`src/rtl/alu_driver_pkg.sv`:
```
// Shared constants for the ALU driver: ALUOp codes, MIPS R-type funct codes,
// FSM state encoding and the decoded-operation record.
package alu_driver_pkg;

  localparam logic [2:0] ALUOP_ADD = 3'd0;
  localparam logic [2:0] ALUOP_SUB = 3'd1;
  localparam logic [2:0] ALUOP_AND = 3'd2;
  localparam logic [2:0] ALUOP_OR  = 3'd3;
  localparam logic [2:0] ALUOP_SRL = 3'd4;
  localparam logic [2:0] ALUOP_SRA = 3'd5;
  localparam logic [2:0] ALUOP_BAD = 3'd7;

  localparam logic [5:0] FUNCT_ADD = 6'h20;
  localparam logic [5:0] FUNCT_SUB = 6'h22;
  localparam logic [5:0] FUNCT_AND = 6'h24;
  localparam logic [5:0] FUNCT_OR  = 6'h25;
  localparam logic [5:0] FUNCT_SRL = 6'h02;
  localparam logic [5:0] FUNCT_SRA = 6'h03;

  localparam logic [1:0] ST_IDLE = 2'd0;
  localparam logic [1:0] ST_EXEC = 2'd1;
  localparam logic [1:0] ST_DONE = 2'd2;

  typedef struct packed {
    logic [2:0] aluop;
    logic       err;
  } dec_t;

  localparam logic [15:0] CNT_MAX = 16'hFFFF;

endpackage

```
`src/rtl/alu_driver_alu.sv`:
```
// Combinational ALU: C = f(A, B, ALUOp). Shift amounts use all 32 bits of B,
// so any amount of 32 or more saturates instead of wrapping modulo 32.
module alu_driver_alu
  import alu_driver_pkg::*;
(
  input  logic [31:0] a,
  input  logic [31:0] b,
  input  logic [2:0]  aluop,
  output logic [31:0] c
);

  logic big_shift;
  logic [31:0] srl_res;
  logic [31:0] sra_res;

  assign big_shift = |b[31:5];
  assign srl_res   = big_shift ? 32'd0 : (a >> b[4:0]);
  assign sra_res   = big_shift ? {32{a[31]}} : 32'($signed(a) >>> b[4:0]);

  always_comb begin
    c = 32'd0;
    case (aluop)
      ALUOP_ADD: c = a + b;
      ALUOP_SUB: c = a - b;
      ALUOP_AND: c = a & b;
      ALUOP_OR:  c = a | b;
      ALUOP_SRL: c = srl_res;
      ALUOP_SRA: c = sra_res;
      default:   c = 32'd0;
    endcase
  end

endmodule

```
`src/rtl/alu_driver.sv`:
```
// Issuing side of the ALU interface: decodes funct, sequences one operation
// through the ALU and holds the result until the consumer takes it.
// Optional statistics counters are built only with ALU_DRIVER_STATS_EN.
//
// state | meaning
// IDLE  | waiting for a request, in_ready=1
// EXEC  | operands latched, ALU output registered this cycle
// DONE  | result presented (out_valid=1) until out_ready
module alu_driver
  import alu_driver_pkg::*;
(
  input  logic        clk,
  input  logic        reset,
  input  logic        in_valid,
  output logic        in_ready,
  input  logic [5:0]  in_funct,
  input  logic [31:0] in_a,
  input  logic [31:0] in_b,
  output logic        out_valid,
  input  logic        out_ready,
  output logic [31:0] out_result,
  output logic        out_err
`ifdef ALU_DRIVER_STATS_EN
  ,
  output logic [15:0] op_count,
  output logic [15:0] err_count
`endif
);

  logic [1:0]  state;
  logic [1:0]  state_nxt;
  logic [31:0] a_q;
  logic [31:0] b_q;
  logic [2:0]  op_q;
  logic        err_q;
  logic [31:0] alu_c;
  logic        accept;
  dec_t        dec;

  always_comb begin
    dec = '{aluop: ALUOP_BAD, err: 1'b1};
    case (in_funct)
      FUNCT_ADD: dec = '{aluop: ALUOP_ADD, err: 1'b0};
      FUNCT_SUB: dec = '{aluop: ALUOP_SUB, err: 1'b0};
      FUNCT_AND: dec = '{aluop: ALUOP_AND, err: 1'b0};
      FUNCT_OR:  dec = '{aluop: ALUOP_OR,  err: 1'b0};
      FUNCT_SRL: dec = '{aluop: ALUOP_SRL, err: 1'b0};
      FUNCT_SRA: dec = '{aluop: ALUOP_SRA, err: 1'b0};
      default:   dec = '{aluop: ALUOP_BAD, err: 1'b1};
    endcase
  end

  assign in_ready  = (state == ST_IDLE) | ((state == ST_DONE) & out_ready);
  assign out_valid = (state == ST_DONE);
  assign accept    = in_valid & in_ready;

  always_comb begin
    state_nxt = state;
    case (state)
      ST_IDLE: if (in_valid) state_nxt = ST_EXEC;
      ST_EXEC: state_nxt = ST_DONE;
      ST_DONE: if (out_ready) state_nxt = in_valid ? ST_EXEC : ST_IDLE;
      default: state_nxt = ST_IDLE;
    endcase
  end

  always_ff @(posedge clk or posedge reset) begin
    if (reset) state <= ST_IDLE;
    else       state <= state_nxt;
  end

  always_ff @(posedge clk or posedge reset) begin
    if (reset) begin
      a_q   <= 32'd0;
      b_q   <= 32'd0;
      op_q  <= 3'd0;
      err_q <= 1'b0;
    end else if (accept) begin
      a_q   <= in_a;
      b_q   <= in_b;
      op_q  <= dec.aluop;
      err_q <= dec.err;
    end
  end

  alu_driver_alu u_alu (
    .a     (a_q),
    .b     (b_q),
    .aluop (op_q),
    .c     (alu_c)
  );

  // Result registers only move in EXEC, which keeps them frozen through DONE.
  always_ff @(posedge clk or posedge reset) begin
    if (reset) begin
      out_result <= 32'd0;
      out_err    <= 1'b0;
    end else if (state == ST_EXEC) begin
      out_result <= alu_c;
      out_err    <= err_q;
    end
  end

`ifdef ALU_DRIVER_STATS_EN
  logic [15:0] op_cnt_q;
  logic [15:0] err_cnt_q;

  always_ff @(posedge clk or posedge reset) begin
    if (reset) begin
      op_cnt_q  <= 16'd0;
      err_cnt_q <= 16'd0;
    end else if (accept) begin
      if (op_cnt_q != CNT_MAX) op_cnt_q <= op_cnt_q + 16'd1;
      if (dec.err && (err_cnt_q != CNT_MAX)) err_cnt_q <= err_cnt_q + 16'd1;
    end
  end

  assign op_count  = op_cnt_q;
  assign err_count = err_cnt_q;
`endif

endmodule

```
`config.mk`:
```
export PLATFORM = sky130hd
export DESIGN_NAME = alu_driver
export DESIGN_NICKNAME = d
export VERILOG_FILES = /design/src/rtl/alu_driver_pkg.sv /design/src/rtl/alu_driver_alu.sv /design/src/rtl/alu_driver.sv
export SDC_FILE = /design/constraint.sdc
export NUM_CORES = 1
export LEC_CHECK = 0
export BUFFER_PORTS_ARGS = -buffer_cell sky130_fd_sc_hd__buf_2
export CORE_ASPECT_RATIO = 0.8
export CORE_UTILIZATION = 54
export DETAILED_ROUTE_END_ITERATION = 8
export PLACE_DENSITY = 0.9
export SYNTH_ARGS = -nofsm -noshare
export SYNTH_HDL_FRONTEND = slang
export SYNTH_SLANG_ARGS = --single-unit
```
`constraint.sdc`:
```
create_clock -name clk -period 3.9 [get_ports clk]
set_input_delay 0.78 -clock clk [delete_from_list [all_inputs] [get_ports clk]]
set_output_delay 0.78 -clock clk [all_outputs]
set_load 0.03 [all_outputs]
```
==> results list, run 1 <==
- When the netlist entered floorplanning its net count stood at 1088.
- Synthesis inferred 103 register bits.
- Power density normalized to cell area: 649 nW/µm²
* Critical path start-end classification: reg2reg
* Placer congestion estimate: 1.02
- Number of distinct library cells after synthesis: 83
- Die height: 116 µm
- Sum of internal, switching and leakage power: 6820 µW
- IO Count: 109
- HPWL after DPL: 22600 µm
* Status: complete, no violations
* Internal power consumption: 3690 µW
- Worst hold path type: in2async
- Across all setup checks in the final design, the least slack found is 0.144 ns.
- Critical R2R Capture: out_result[28]
- Fraction of synthesized cell area taken by the top area cell type: 29.2%
- Net Switching: 3120 µW
* Initial Util: 55.5%
- Tightest slew margin relative to the limit: 40.0%
* Critical Path Fanout Max: 6
- Total number of placement rows: 41
- Dividing the detail-routed wire length by the instance count gives 22.3 µm.
- At the pin with the least slew margin, the transition time is 0.897 ns.
* Dominant register cell in the synthesized netlist: dfrtp_1
- Starting DRT DRC Count: 1223
- At the placement stage, the worst setup path has a slack of -0.0208 ns.
* Switching part of the total: 45.8%
- For this design the static power due to leakage is 0.00457 µW.
- Synth-to-layout area growth: 19.0%
- Part of the total power dissipated in the clock network: 14.7%
- Wire length of the first global-routing pass: 45900 µm
- Number of fillers in the final layout: 1312
- Total setup violations reported at the end of the flow: 0
- After detailed routing, the number of vias per cell comes to 6.52.
- Delay of the slowest critical-path stage: 0.57 ns
* Total via count in the routed design: 8718
- Worst setup EP type: flop
* Clock tree buffer depth: 2
* Die Area: 16900 µm²
- TritonCTS built the clock tree.
- Number of remaining DRC errors: 0
- Max Cap Violations: 0
* Most used cells in the layout excluding fill and tap cells: 108 x buf_2, 100 x dfrtp_1, 97 x nand2_1
* Fraction of layout cells with a size suffix above 1: 32.5%
- Peak ir drop on the vdd network: 0.000409 V
* Clock insertion delay at the later pin of the skew report: 0.36 ns
- Via count of the first global-routing pass: 8017
- Warning count from the yosys run: 0
- Cell-by-cell trace of the critical path: or4_4 > nor4_4 > and2_4 > nand2_2 > o21ai_1 > xor2_1 > ha_2 > a21o_1 > a21o_1 > a21oi_2 > o21ai_0 > a21o_1 > a31oi_1 > xor2_1 > o221ai_1
* Highest clock frequency the design can meet: 266 MHz
- The worst setup path is launched from a flop.
- The slowest stage of the critical path belongs to the cell or4_4.
- Post-route clock period utilization: 96.3%
* Comb pwr share: 60.9%
- From left edge to right edge, the die measures 145 µm.
* Summed instance area of the synthesized netlist: 8830 µm²
* Root cell of the clock tree: clkbuf_16
- Worst-case register-to-register setup slack: 0.14 ns
- Arrival time at the worst endpoint: 3.98 ns
- Cells after synthesis: 979
- Measured in cells, the most critical reg-to-reg path has a length of 15.
- Area of combinational cells with multiple inputs: 6070 µm²
- The final layout contains routed wiring with a total length of 29800 µm.
- The count of buffers added on input and output ports is 108.
- After floorplanning, the core was sized to cover 15900 µm².
- Top cell type by total area after synthesis: dfrtp_1
- Summing all placed instances gives a cell area of 9980 µm².
* Required time reported for the critical path endpoint: 4.13 ns
- Sequential cells were found to cover 29.2% of the synthesized design area.
* CTS clk-pin slew, worst paths: 0.07 ns
* Pins Over Slew Limit: 0
- The number of antenna violations at the first check in global routing came to 0.
* Number of synthesized flops with an enable pin: 0
- For this run the aggregate overflow at the end of global routing stands at 0.
- Entering global routing, the biggest net connects 79 pins.
- Mean area per synthesized cell: 9.02 µm²
- Sequential fraction of design power: 24.4%
- In this run the remaining antenna-violating nets after routing total 0.
- Fin. Hold Viols: 0
- By instance count, the cell type seen most on the critical path is a21o_1.
- The sequential cells in the finished layout cover a total of 2580 µm².
- Dominant cells by area after synthesis: dfrtp_1 29%, mux2_2 9.3%, mux4_2 6.1%
- Counting flops with an async set or reset pin after synthesis yields a share of 100%.
- The clock tree synthesis step divided the H-tree into 3 levels.
* Clock skew after layout: 0.00696 ns
* Number of CTS-inserted buffers: 9
- The smallest clock period supported by the final layout is computed as 3.76 ns.
* Non-Filler Cell Area, Final: 10500 µm²
- The first detailed-routing pass took 6 iterations.
- The worst register-to-register path begins at b_q[14].
- Most common cell after layout, fill and taps aside: buf_2
* Total Routing Usage GR: 35.7%
- Core occupancy in the finished layout: 66.1%
- Clock tree synthesis found a total of 103 sinks.
* Final net count: 1229
* Diodes inserted: 0
## power groups by stage
stage | combinational, µW | clock (µW) | sequential [µW]
finish | 4150 | 1000 | 1660
global route | 4430 | 1050 | 1690
CTS | 3880 | 1010 | 1630
detailed placement | 3840 | 0 | 1650
global placement | 3810 | 0 | 1630
floorplan | 2610 | 0 | 1590
## worst max path at each step
stage,start,to,slack (ns),cells past startpoint
after detailed placement,b_q[1],out_result[11],-0.02,17
after floorplan,b_q[0],out_result[31],-0.004,24
final,b_q[14],out_result[28],0.14,15
after global placement,b_q[1],out_result[11],0.02,17
after global routing,b_q[14],out_result[28],-0.04,15
after CTS,b_q[1],out_result[25],0.006,16
## state kept, by name, indices dropped and copies added (netlist names)
signal and count:
state 2, op_q 3, b_q 32, out_result 32, out_err 1, err_q 1
a_q 32
## cell families after synthesis
| group | after synthesis | share of synthesized area [%] |
|---|---|---|
| muxes | 116 | 17.6 |
| xor gates and xnor gates | 54 | 5.35 |
| and+or+nand+nor | 269 | 14.2 |
| DFF | 103 | 29.2 |
| adders and majority gates | 58 | 7.65 |
| buffers and inverters | 80 | 4.16 |
| AOI/OAI and AO/OA | 299 | 21.8 |
## per-layer routing
layer | up-vias | GRT usage, % | routed length (µm)
li1 | 3923 | - | -
met4 | 0 | 8.79 | 532
met2 | 566 | 51.2 | 12300
met3 | 48 | 14.3 | 4170
met1 | 4181 | 49.9 | 12800
met5 | - | 0 | 0
## cell type report
class | count | area share (%)
Sequential cell | 103 | 24.6
Clock buffer | 11 | 2.41
Tap cell | 215 | 2.56
Clock inverter | 3 | 0.643
Timing Repair Buffer | 193 | 11.5
Multi-Input combinational cell | 796 | 57.7
Inverter | 17 | 0.643
## per-stage QoR
stage	std cells	hold WS (ns)	setup TNS, ns
2_1_floorplan	979	0.439	-0.00380
3_3_place_gp	1318	0.457	0
3_5_place_dp	1318	0.475	-0.0208
4_1_cts	1332	0.491	0
5_1_grt	1338	0.507	-0.0795
6_report	1338	0.484	0
## synthesized netlist by cell type (12+ instances only)
cell type and instances:
a211oi_1 23, a21o_1 19, a21oi_1 81, clkbuf_1 36, dfrtp_1 103, ha_1 34
inv_1 15, maj3_1 23, mux2_2 73, mux2i_1 19, mux4_2 24, nand2_1 102
nand3_1 12, nor2_1 75, nor3_1 18, o21ai_0 85, xnor2_1 29, xor2_1 25
## worst max-delay path: cells and delay by family (launching register included)
| kind | cells | cell delay (ns) |
|---|---|---|
| simple gates | 4 | 1.14 |
| fa+ha+maj | 1 | 0.36 |
| compound gates | 8 | 1.34 |
| flops | 1 | 0.43 |
| xor+xnor | 2 | 0.36 |
## what timing repair did
action | CTS | global route
hold buffers | 0 | 0
gates resized for setup | 1 | 43
pin swaps | 0 | 20
setup endpoints to repair | 1 | 21
buffers inserted | 0 | 6
Note: power is estimated with default switching activity, not from simulation.
==> inputs of run 2 (changes only) <==
--- a/config.mk
+++ b/config.mk
@@ -10,6 +10,7 @@
 export CORE_UTILIZATION = 54
 export DETAILED_ROUTE_END_ITERATION = 8
 export PLACE_DENSITY = 0.9
+export RECOVER_POWER = 25
 export SYNTH_ARGS = -nofsm -noshare
 export SYNTH_HDL_FRONTEND = slang
 export SYNTH_SLANG_ARGS = --single-unit
==> run 2 against run 1 <==
Against the previous run: the run now ends with capacitance limit, slew limit left; critical path depth is the same; power is essentially flat; design area shrank 0.15%; count of clock-buffer cells in the layout is the same; global-route usage is the same; clock skew is essentially flat; fmax is essentially flat; non-clock buffer count is the same; largest cell class unchanged; largest power group unchanged; highest routed layer unchanged.
==> results list, run 2 (synthesized netlist as in run 1, its figures left out) <==
* Starting DRT DRC Count: 1223
- Arrival time at the worst endpoint: 3.98 ns
- For this run, the top clock speed supported by timing is 266 MHz.
- Clock tree buffer depth: 2
* WP buf/inv: 0
- Reg2Reg Depth: 15
- Critical Path Fanout Max: 6
- The signal on the critical path passes through or4_4 > nor4_4 > and2_4 > nand2_2 > o21ai_1 > xor2_1 > ha_2 > a21o_1 > a21o_1 > a21oi_2 > o21ai_0 > a21o_1 > a31oi_1 > xor2_1 > o221ai_1.
* HPWL after DPL: 22600 µm
* Total via count in the routed design: 8704
- Summed over all nets, wire length on met3 after detailed routing comes to 4280 µm.
- Including well taps, the total number of placed cells is 1318.
- The path class of the tightest hold or removal check is reg2reg.
- In the final layout, the registers with the most flip-flops are a_q x32, b_q x32, out_result x32.
* Delay of the slowest critical-path stage: 0.57 ns
- Post-route minimum period: 3.76 ns
- The first detailed-routing pass took 6 iterations.
- Die width: 145 µm
- Clk sink count: 103
- Total Routing Usage GR: 35.7%
- Min-Delay Startpoint: out_result[10]
- Status: finished with violations
- Launch point of the worst reg-to-reg path: b_q[14]
* Fin. Hold Viols: 0
- Wire length on met1: 12700 µm
* Cell with the largest stage delay on the worst path: or4_4
- In the final routed layout, each cell accounts on average for 22.3 µm.
* TritonCTS clock tree: done
- Post-route clock period utilization: 96.3%
* Die Area: 16900 µm²
- Critical R2R Capture: out_result[28]
- The worst setup path is captured at a flop.
* Die height: 116 µm
- Number of levels the H-tree was split into: 3
- Number of CTS-inserted buffers: 9
- Crit path top cell by count: a21o_1
- Number of fillers in the final layout: 1315
- The number of global-route vias before repair is 8017.
- Critical path start-end classification: reg2reg
- Most used cells in the layout excluding fill and tap cells: 108 x buf_2, 100 x dfrtp_1, 97 x nand2_1
* Diodes inserted: 0
- Power density normalized to cell area: 650 nW/µm²
- Fraction of layout cells with a size suffix above 1: 32.5%
- The routed design has 29800 µm of wire.
* Area of placed instances: 9980 µm²
- Once layout is complete, the utilization of the core stands at 66.0%.
- Initial Util: 55.5%
- Wire length of the first global-routing pass: 45900 µm
- Number of antenna-violating nets in the routed design: 0
- Total setup violations reported at the end of the flow: 0
* Peak ir drop on the vdd network: 0.000409 V
* Slew of the pin with the lowest slew margin: 2.16 ns
* Critical path origin: b_q[14]
* Hold buffer count at cts: 0
- Global routing finished with a remaining overflow of 0.
- The congestion estimate from routability-driven global placement came to 1.02.
* Top routing layer used: met4
* Max Cap Violations: 1
- STA puts the critical path data required time at 4.13 ns.
- From synthesis to final layout, the design area changed by 18.8%.
- Initial antenna violation count: 0
- Startpoint kind of the worst setup timing path: flop
* Clock insertion delay at the later pin of the skew report: 0.36 ns
- Non-Filler Cell Area, Final: 10500 µm²
- After clock tree synthesis, the clock-pin slew on the worst setup and hold paths is 0.07 ns.
* Most common cell after layout, fill and taps aside: buf_2
* Setup crit end: out_result[28]
- 109 I/O pins were placed.
- Static leakage: 0.00456 µW
* Core Region: 15900 µm²
- The number of max-slew violations in the final report came to 48.
* Total number of placement rows: 41
* Met2 wire length: 12300 µm
- Root cell of the clock tree: clkbuf_16
- Dividing the detail-routed via count by the number of cells gives 6.51.
- Clock skew after layout: 0.00688 ns
- Worst-case register-to-register setup slack: 0.14 ns
* Pin count of the biggest net entering global routing: 79
- Tightest slew margin relative to the limit: -44.9%
- Final net count: 1229
- Among cell families on the critical path, the largest total delay comes from compound AO/OA/AOI/OAI gates.
- The count of cells in the finished layout, fillers not included, comes to 1338.
* Violated checks: capacitance limit, slew limit
- PortBufs: 108
* Number of remaining DRC errors: 0
* Number of cells on the critical path: 15
run 2: changes by cell type in the layout (fill, tap and decap cells not counted), sizes merged:
cell / change
inv: -1
buf: -1
clkinvlp: +1
clkbuf: +1
run 2: per-layer routing:
metal / track usage [%] / vias up
li1: - / 3928
met1: 49.9 / 4156
met2: 51.2 / 578
met3: 14.3 / 42
met4: 8.79 / 0
met5: 0 / -
run 2: final cells by class:
| class | instances | area, µm² | share of cell area, % |
|---|---|---|---|
| Inverter | 17 | 66.3 | 0.632 |
| Clock buffer | 11 | 253 | 2.41 |
| Timing Repair Buffer | 193 | 1190 | 11.3 |
| Multi-Input combinational cell | 796 | 6070 | 57.8 |
| Sequential cell | 103 | 2580 | 24.6 |
| Clock inverter | 3 | 67.6 | 0.644 |
| Tap cell | 215 | 269 | 2.56 |
run 2: worst min-delay path by stage:
stage / to / slack, ns / depth (start not counted)
CTS: out_result[10] / 0.49 / 2
global route: out_result[14] / 0.51 / 2
finish: out_result[10] / 0.49 / 2
global placement: out_result[10] / 0.46 / 2
detailed placement: out_result[10] / 0.48 / 2
floorplan: out_err / 0.44 / 2
run 2: stage by stage:
step	total power, µW	setup WS [ns]	hold slack, ns	TNS, ns
2_1_floorplan	4200	-0.00380	0.439	-0.00380
4_1_cts	6520	0.00618	0.491	0
3_3_place_gp	5450	0.0226	0.457	0
6_report	6820	0.145	0.487	0
5_1_grt	7170	-0.0351	0.507	-0.0795
3_5_place_dp	5500	-0.0208	0.475	-0.0208
run 2: timing repair:
item,CTS,global route
pin swaps,0,20
buffers inserted,0,6
resized for setup,1,43
endpoints found under the setup margin,1,21
run 2: worst min-delay path: stages, from the launching register on:
cell and delay [ns]:
dfrtp_1 0.34, nand2_1 0.05, o21ai_0 0.06
run 2: power breakdown:
group	switching [µW]	leakage (µW)	total, µW	internal (µW)
registers	378	0.00126	1660	1280
clock network	412	0.000154	1000	591
logic	2340	0.00315	4150	1820
total	3130	0.00456	6820	3690
==> inputs of run 3 (changes only) <==
--- a/config.mk
+++ b/config.mk
@@ -7,9 +7,9 @@
 export LEC_CHECK = 0
 export BUFFER_PORTS_ARGS = -buffer_cell sky130_fd_sc_hd__buf_2
 export CORE_ASPECT_RATIO = 0.8
-export CORE_UTILIZATION = 54
+export CORE_UTILIZATION = 65
 export DETAILED_ROUTE_END_ITERATION = 8
-export PLACE_DENSITY = 0.9
+export PLACE_DENSITY = 0.88
 export RECOVER_POWER = 25
 export SYNTH_ARGS = -nofsm -noshare
 export SYNTH_HDL_FRONTEND = slang
==> constraint.sdc (replaced) <==
create_clock -name clk -period 4.65 [get_ports clk]
set_input_delay 0.93 -clock clk [delete_from_list [all_inputs] [get_ports clk]]
set_output_delay 0.93 -clock clk [all_outputs]
set_load 0.03 [all_outputs]
==> run 3 against run 2 <==
Against the previous run: the run still ends with capacitance limit, slew limit left; fmax shrank 13%; first-iteration DRC count shrank 0.49%; design area decreased by 7.1%; final cell count is 7.5% lower; critical path depth shrank 2; wire length is 3.6% lower; power is 24% lower; clock power fell by 28%; die area down 17%; via count is 2.7% lower; largest power group unchanged.
==> results list, run 3 (synthesized netlist as in run 1, its figures left out) <==
- Comb pwr share: 58.9%
- Arrival time at the worst endpoint: 4.60 ns
- Clk sink count: 103
* Area of combinational cells with multiple inputs: 5890 µm²
- For this run, global-route usage on met2 was measured as 60.2%.
- Setup violations remaining at the end of the flow were counted as 0.
- The total area inside the core boundary comes to 13100 µm².
- Max Cap Violations: 2
* Post-CTS setup buffer count: 0
- The checks that failed: capacitance limit, slew limit.
- Measured along the x axis, the die boundary spans 132 µm.
* Post_cts resized: 0
- After filler insertion, the fill cell instance count of the layout stands at 998.
- IO Count: 109
- The tree is rooted in a clkbuf_16.
- Clock tree buffer depth: 2
* Critical Path Fanout Max: 4
* Startpoint kind of the worst setup timing path: flop
- Part of the total power dissipated in the clock network: 13.9%
* Via count of the first global-routing pass: 7867
- For the pin with the worst max-slew slack, the measured transition is 3.03 ns.
- The sequential cells in the finished layout cover a total of 2580 µm².
* Final net count: 1166
- PortBufs: 108
- STA classifies the critical path endpoint as a flop.
- The critical path in this run is classified as reg2reg.
- In this run the power density over the cells is 534 nW/µm².
- The worst pin sits at a relative slew slack of -103%.
- For met1 alone, demand over resource in global routing was 59.8%.
* Total Routing Usage GR: 42.4%
- TritonCTS built the clock tree.
- Number of antenna-violating nets in the routed design: 0
- Switching part of the total: 47.8%
- The H-tree was split into 3 levels.
- Peak ir drop on the vdd network: 0.000392 V
* Initial antenna violation count: 0
- Clock-pin slew was measured on the worst setup and hold paths at 0.07 ns.
* Total via count in the routed design: 8465
* Wire length of the first global-routing pass: 44700 µm
- Internal power consumption: 2720 µW
- Clock insertion delay at the later pin of the skew report: 0.36 ns
- Highest clock frequency the design can meet: 231 MHz
* Worst-case setup margin in the final layout: 0.317 ns
- Leaving out fill and tap cells, the most frequent cells in the layout are 108 x buf_2, 102 x nand2_1, 102 x dfrtp_1.
- The first detailed-routing pass took 6 iterations.
- Net Switching: 2490 µW
- Sequential fraction of design power: 27.2%
* HPWL after DPL: 22000 µm
* Die Area: 14100 µm²
- Final routed wirelength across all metal layers: 28700 µm
* Most common cell after layout, fill and taps aside: buf_2
* Top Registers: a_q x32, b_q x32, out_result x32
- Vias per inst: 6.84
- The die is 106 µm tall.
- Post-route clock period utilization: 93.2%
* Number of CTS-inserted buffers: 9
* Placer congestion estimate: 1.03
* Overflow left after global routing: 0
* Required time reported for the critical path endpoint: 4.91 ns
- Entering global routing, the biggest net connects 70 pins.
- For this run, global-route usage on met3 was measured as 16.2%.
- The run finished, with violations left.
* Static leakage: 0.00419 µW
- Fin. Hold Viols: 0
- In the final timing run, aggregate negative setup slack is 0 ns.
- Setup repair after global routing left no endpoint under its margin.
- After layout, the minimum clock period comes to 4.33 ns.
- Prior to clock tree synthesis, the placed netlist has a worst setup slack of 0.554 ns.
- Of the cells placed in the final design, the portion with a size suffix greater than 1 is 25.2%.
- After detailed routing, the number of remaining DRC violations is 0.
- In this run, post-CTS hold repair placed 0 buffers.
- The worst hold path belongs to the class reg2reg.
- Synth-to-layout area growth: 10.3%
* Initial Util: 67.7%
* Pins Over Slew Limit: 113
- Across the routed clock network, the largest skew measured is 0.0111 ns.
- The repair_antennas step left the layout with diodes totalling 0.
* Layer with the highest usage: met2
* Starting DRT DRC Count: 1217
- Detail-routed net length per standard cell: 23.2 µm
* Total number of placement rows: 37
==> run 3: changes by cell type in the layout (fill, tap and decap cells not counted), moves of 4 or more <==
cell and delta:
buf_4 -63, a21oi_1 +7, a21oi_2 -7, nand2_1 +5, nand2_2 -5, o21ai_0 +5, o21ai_1 -4
==> run 3: final cells by class <==
| type | count | share of cell area [%] |
|---|---|---|
| clock buffer | 12 | 2.53 |
| inverter | 17 | 0.668 |
| sequential | 103 | 26.5 |
| tap | 175 | 2.25 |
| timing repair buffer | 130 | 7.33 |
| multi-input combinational | 796 | 60.5 |
| clock inverter | 4 | 0.308 |
==> run 3: power groups by stage <==
stage | Combinational, µW | Sequential (µW) | Clock [µW]
final | 3070 | 1420 | 723
after global routing | 3280 | 1440 | 766
after CTS | 2960 | 1400 | 729
after detailed placement | 2930 | 1410 | 0
after global placement | 2910 | 1400 | 0
after floorplan | 2170 | 1330 | 0
==> run 3: final timing paths <==
kind / startpoint / to / slack [ns] / depth (start not counted)
setup / recovery: op_q[1] / out_result[26] / 0.32 / 13
hold / removal: out_err / out_err / 0.47 / 2
setup reg to reg: op_q[1] / out_result[26] / 0.32 / 13
hold reg to reg: out_err / out_err / 0.47 / 2
max in group asynchronous: reset / b_q[0] / 1.71 / 2
min in group asynchronous: reset / a_q[7] / 1.43 / 2
==> run 3: through the flow <==
stage / hold WS [ns] / area (µm²) / power, µW / utilization (%) / instances
CTS: 0.480 / 9750 / 5080 / 74.7 / 1237
floorplan: 0.439 / 8830 / 3500 / - / 979
finish: 0.473 / 9750 / 5210 / 74.7 / 1237
global route: 0.495 / 9750 / 5480 / 74.7 / 1237
global placement: 0.453 / 9470 / 4310 / 72.6 / 1221
detailed placement: 0.464 / 9470 / 4340 / 72.6 / 1221
==> run 3: critical path: stages, from the launching register on <==
cell	delay (ns)
dfrtp_1	0.39
nor2_1	0.38
nand2_1	0.15
mux2i_1	0.19
fa_1	0.48
a211oi_1	0.43
o211ai_1	0.19
a31o_2	0.27
o31a_2	0.38
a41o_2	0.29
a21oi_1	0.48
o21ai_0	0.24
xnor2_1	0.16
o21ai_0	0.19
==> run 3: routing by layer <==
layer / share of wire, % / vias to the layer above
met1: 42 / 3973
met4: 2.3 / 2
met5: 0.29 / -
met3: 14 / 73
met2: 41 / 607
li1: - / 3810
